===== src/rtl/pwm_multi_generator.sv =====
// Multi-channel PWM generator with a shared period counter and double-buffered duty/top.
// Optional per-channel output inversion when PWM_POLARITY_EN is defined.
module pwm_multi_generator #(
  parameter  int CHANNELS = 4,
  parameter  int WIDTH    = 8,
  localparam int CW       = (CHANNELS > 1) ? $clog2(CHANNELS) : 1
) (
  input  logic                clk,
  input  logic                reset,
  input  logic                enable,
  input  logic [WIDTH-1:0]    top,
  input  logic                duty_wr,
  input  logic [CW-1:0]       duty_ch,
  input  logic [WIDTH-1:0]    duty_data,
`ifdef PWM_POLARITY_EN
  input  logic [CHANNELS-1:0] polarity,
`endif
  output logic [CHANNELS-1:0] pwm_out,
  output logic                period_start
);

  logic [WIDTH-1:0]    cnt;
  logic [WIDTH-1:0]    top_q;
  logic [WIDTH-1:0]    duty_s [CHANNELS];
  logic [WIDTH-1:0]    duty_a [CHANNELS];
  logic [CHANNELS-1:0] cmp;
  logic [CHANNELS-1:0] pol;
  logic                wrap;
  logic                load;

  assign wrap = (cnt == top_q);
  // Active registers track the shadows continuously while stopped.
  assign load = !enable || wrap;

  always_comb begin
    cmp = '0;
    for (int k = 0; k < CHANNELS; k++)
      cmp[k] = (cnt < duty_a[k]);
  end

`ifdef PWM_POLARITY_EN
  logic [CHANNELS-1:0] polarity_q;

  always_ff @(posedge clk or posedge reset) begin
    if (reset)
      polarity_q <= '0;
    else if (load)
      polarity_q <= polarity;
  end

  assign pol = polarity_q;
`else
  assign pol = '0;
`endif

  always_ff @(posedge clk or posedge reset) begin
    if (reset) begin
      cnt   <= '0;
      top_q <= '1;
    end else begin
      if (!enable || wrap)
        cnt <= '0;
      else
        cnt <= cnt + WIDTH'(1);
      if (load)
        top_q <= top;
    end
  end

  // Indices without a matching channel fall through untouched.
  always_ff @(posedge clk or posedge reset) begin
    if (reset) begin
      for (int k = 0; k < CHANNELS; k++)
        duty_s[k] <= '0;
    end else if (duty_wr) begin
      for (int k = 0; k < CHANNELS; k++)
        if (duty_ch == CW'(k))
          duty_s[k] <= duty_data;
    end
  end

  always_ff @(posedge clk or posedge reset) begin
    if (reset) begin
      for (int k = 0; k < CHANNELS; k++)
        duty_a[k] <= '0;
    end else if (load) begin
      for (int k = 0; k < CHANNELS; k++)
        duty_a[k] <= duty_s[k];
    end
  end

  always_ff @(posedge clk or posedge reset) begin
    if (reset) begin
      pwm_out      <= '0;
      period_start <= 1'b0;
    end else begin
      pwm_out      <= enable ? (cmp ^ pol) : '0;
      period_start <= enable && (cnt == '0);
    end
  end

endmodule


===== config.mk =====
export PLATFORM = sky130hd
export DESIGN_NAME = pwm_multi_generator
export DESIGN_NICKNAME = d
export VERILOG_FILES = /design/src/rtl/pwm_multi_generator.sv
export SDC_FILE = /design/constraint.sdc
export NUM_CORES = 1
export LEC_CHECK = 0
export CAP_MARGIN = 20
export CORE_MARGIN = 2
export CORE_UTILIZATION = 45
export CTS_CLUSTER_SIZE = 20
export DETAILED_ROUTE_END_ITERATION = 7
export PLACE_DENSITY = 0.6
export SETUP_SLACK_MARGIN = 0.2
export SYNTH_ARGS = -nofsm -noshare
export SYNTH_HDL_FRONTEND = slang
export SYNTH_SLANG_ARGS = --single-unit

===== constraint.sdc =====
create_clock -name clk -period 7.15 [get_ports clk]
set_clock_uncertainty 0.15 [all_clocks]
set_input_delay 1.43 -clock clk [delete_from_list [all_inputs] [get_ports clk]]
set_output_delay 1.43 -clock clk [all_outputs]
set_load 0.1 [all_outputs]

# ---- After elaboration in Yosys (flattened, before gate mapping)
# Cells that the tools add are included.
dict set report op_classes {
  add_sub_neg 1
  n_lt_le_gt_ge 4
  eq_ne 4
  n_mux 2
  reduce_logical 9
}
# operator n
set op_table {}
lappend op_table {{less-than comparator 8 bit} 4}
lappend op_table {{adder 8 x 1 -> 8 bit (second input constant)} 1}
lappend op_table {{== test 8 bit} 1}
lappend op_table {{logical NOT 8 bit} 1}
lappend op_table {{two-way mux 8 bit} 1}
lappend op_table {{AND reduction 2 bit} 4}
lappend op_table {{== test 2 bit (second input constant)} 2}
lappend op_table {{two-way mux 4 bit} 1}
lappend op_table {{== test 2 x 1 -> 1 bit (second input constant)} 1}
lappend op_table {{logical NOT 2 bit} 1}
lappend op_table {{logical AND 1 bit} 1}
lappend op_table {{logical NOT 1 bit} 1}
lappend op_table {{logical OR 1 bit} 1}
dict set report totals {
  reg_bits 85
  word_cells 32
}

# ---- Longest topological paths before layout
dict set report depth {
  word_depth 3
  ltp_mapped 8
}

# ---- Worst setup path after synthesis
# No wires, ideal clock.
dict set report synth_path {
  kind {input port to flip-flop}
  startpoint {input duty_ch[1]}
  endpoint {register duty_s[24] in the netlist's numbering}
  t_arrival_ns 2.225
  slack_ns 4.651
  path_stages 2
  path_buffers 0
  path_cell_list {nor3b_2 mux2_2}
}
dict set report synth_between {
  elab_chain_len 2
}
# item line
set synth_lines {}
lappend synth_lines {{from (decl)} 13} ;# input logic [CW-1:0] duty_ch,
lappend synth_lines {{logical NOT 2 bit} 77} ;# if (duty_ch == CW'(k))
lappend synth_lines {{AND reduction 2 bit (no line)} --}
lappend synth_lines {{to (signal, indexed assignment)} 78} ;# duty_s[k] <= duty_data;
lappend synth_lines {{to (decl)} 24} ;# logic [WIDTH-1:0] duty_s [CHANNELS];
# Every way passes these cells.
# A chain may end at the register's enable or synchronous reset.

# ---- Final worst setup path
dict set report layout_path {
  startpoint {register pwm_out[2]}
  endpoint {output pwm_out[2]}
}
# item line
set layout_rtl {}
lappend layout_rtl {{from (decl)} 18} ;# output logic [CHANNELS-1:0] pwm_out,
lappend layout_rtl {{from (signal assigned)} 97} ;# pwm_out <= enable ? (cmp ^ pol) : '0;
# No word-level cell between the ends.

==> out/summary.txt <==
status -> finished, final reports clean
Critical Path Slowest Stage Cell -> clkdlybuf4s50_1
Hold WC Path Type -> flip-flop to flip-flop
CTS Buffer Depth -> 2
final worst-path cycle share -> 0.472
Slew Viols, Final -> 0
ys flop type -> dfrtp_1
Crit path max-delay family -> buffers and inverters
post-synthesis xor/xnor area fraction -> 0.0304
largest family of logic cells by synthesized area -> multiplexers
root buf cell -> clkbuf_8
synth unique cells -> 28
Vias/cell -> 5.04
Highest Clock Rate -> 0.296 GHz
Antenna diodes -> 0
CTS Buf Count -> 9
CP cell instances -> clkdlybuf4s50_1
Initial Util -> 0.463
I/O pins -> 27
initial antenna violation count -> 0
critical path required time -> 5.57 ns
worst-margin pin slew -> 0.963 ns
hold_ws -> 0.329 ns
DRC -> 0
IO buf count -> 26
H-tree Lvls -> 3
worst path arrival time -> 1.80 ns
Crit Path Class -> flip-flop to output pin
GRT Total Usage -> 0.164
crit path time final -> 3.38 ns
max-cap viol count -> 0
synthesized flop and latch total -> 85
most common cell after layout, fill and taps aside -> dfrtp_1
worst path bufs/invs -> 1
sequential share of the synthesized area -> 0.530
CTS tree -> yes
vias in the first global route -> 2,427
number of synthesized flops with an enable pin -> 0
Final Cell Area -> 4590 µm²
most frequent cells in the layout -> dfrtp_1, mux2_2, inv_1, ha_1, nand2_1
Crit path largest cell delay -> 1.12 ns
Layout Nets -> 418
die area -> 9740 µm²
placed wire-length estimate -> 4970 µm
Yosys top cell by area -> dfrtp_1
Relative slew margins -> 0.356
total routed wirelength -> 7140 µm
complex-gate fraction of the synthesized area -> 0.0952
Crit path depth -> 1
later-pin clock latency in the skew report -> 0.35 ns
Setup-failing EPs final -> 0
Setup TNS Final -> 0 ns
Die Ht -> 98.7 µm
crit start category -> flip-flop
wire per inst -> 14.9 µm
Mapped Cells -> 335
yosys warns -> 0
top post-synthesis cells by area -> dfrtp_1, mux2_2, ha_1
Final Hold Viols -> 0
GRT overflow -> 0
Final Wtd Congestion -> 0.723
drt first pass iters -> 4
Final Util -> 0.526
syn avg cell area -> 12.0 µm²
Synth Area in Adders -> 0.0931
VDD IR max -> 0.000152 V
# clock sinks -> 85
Via Count -> 2,414
postcts setup bufs -> 0
top cell type's share of synthesized area -> 0.478
Hold Path Stages -> 2
Synth Area in Simple Gates -> 0.0769
antenna-violating nets left -> 0
Mapped Area -> 4030 µm²
Pwr per Cell Area -> 249 nW/µm²
num rows -> 34
RSZ-0062 raised after global routing -> no
cts repair resizes -> 0
mux contribution to synthesized area -> 0.123
largest net degree at the start of global routing -> 86
CTS clk-pin slew, worst paths -> 0.09 ns
Area after DPL -> 4370 µm²
cells on worst reg2reg path -> 5
Worst Path Max Fanout -> 1
Pleak -> 2.11 nW
width of the die -> 98.7 µm
syn_nets -> 387
DRT iter0 DRCs -> 63
ys async rst share -> 1.00
Setup crit end kind -> output pin
share of cells above drive strength 1 -> 0.232
synthesis-to-finish area growth -> 13.7%
core area -> 8720 µm²
CTS Hold Buffers Added -> 0
first-pass GRT wire length -> 12,200 µm
[final timing paths]
check	start	end	slack, ns
max reg2reg	cnt[4]	duty_a[0]	4.42
min reg2reg	duty_s[14]	duty_a[14]	0.33
min in group asynchronous	reset	duty_a[0]	1.35
min	duty_s[14]	duty_a[14]	0.33
max	pwm_out[2]	pwm_out[2]	3.77
max in group asynchronous	reset	duty_a[19]	4.90
[sequential cells by signal (all words and copies together) (netlist names)]
register,flops
duty_a,32
pwm_out,4
duty_s,32
top_q,8
cnt,8
period_start,1
[cells by family (layout without fill, tap and decap cells)]
group,Yosys count,in the layout
flops,85,85
simple gates,67,67
compound gates,53,53
mux,44,44
buf+inv,42,78
fa+ha+maj,30,30
xor+xnor,14,14
[power breakdown]
group | internal, mW | total, mW | leakage [nW] | switching, mW
registers | 0.560 | 0.597 | 1.02 | 0.0362
logic | 0.0990 | 0.217 | 0.988 | 0.118
clock network | 0.170 | 0.329 | 0.0964 | 0.159
[synthesized netlist by cell type, types with 5 or more instances]
cell type,number
a21oi_1,8
and3_1,6
buf_6,6
dfrtp_1,77
dfstp_2,8
ha_1,30
inv_1,33
mux2_1,6
mux2_2,38
nand2_1,29
nand3_1,5
nor2_1,16
o21ai_0,10
o21ai_2,21
xnor2_1,10
[stage by stage]
step / worst slack, ns / total power, mW / std cells
after floorplan: 3.39 / 0.764 / 335
after global placement: 3.70 / 0.818 / 462
after detailed placement: 3.66 / 0.826 / 462
after CTS: 3.75 / 1.16 / 478
after global routing: 3.72 / 1.22 / 479
final: 3.77 / 1.14 / 479
[routing by layer]
metal / vias to the layer above / global-route usage / wire (µm) / share of wire
li1: 1207 / - / - / -
met1: 1175 / 0.214 / 3240 / 0.45
met2: 21 / 0.266 / 3600 / 0.50
met3: 11 / 0.0383 / 163 / 0.023
met4: 0 / 0.0622 / 136 / 0.019
met5: - / 0 / 0 / 0
[final cells by class]
cell class | instances | area [µm²]
inverter | 33 | 125
timing repair buffer | 29 | 303
fill | 763 | 4130
multi-input combinational | 208 | 1700
clock inverter | 4 | 47.5
sequential | 85 | 2140
tap | 108 | 135
clock buffer | 12 | 145
Note: power is estimated with default switching activity, not from simulation.
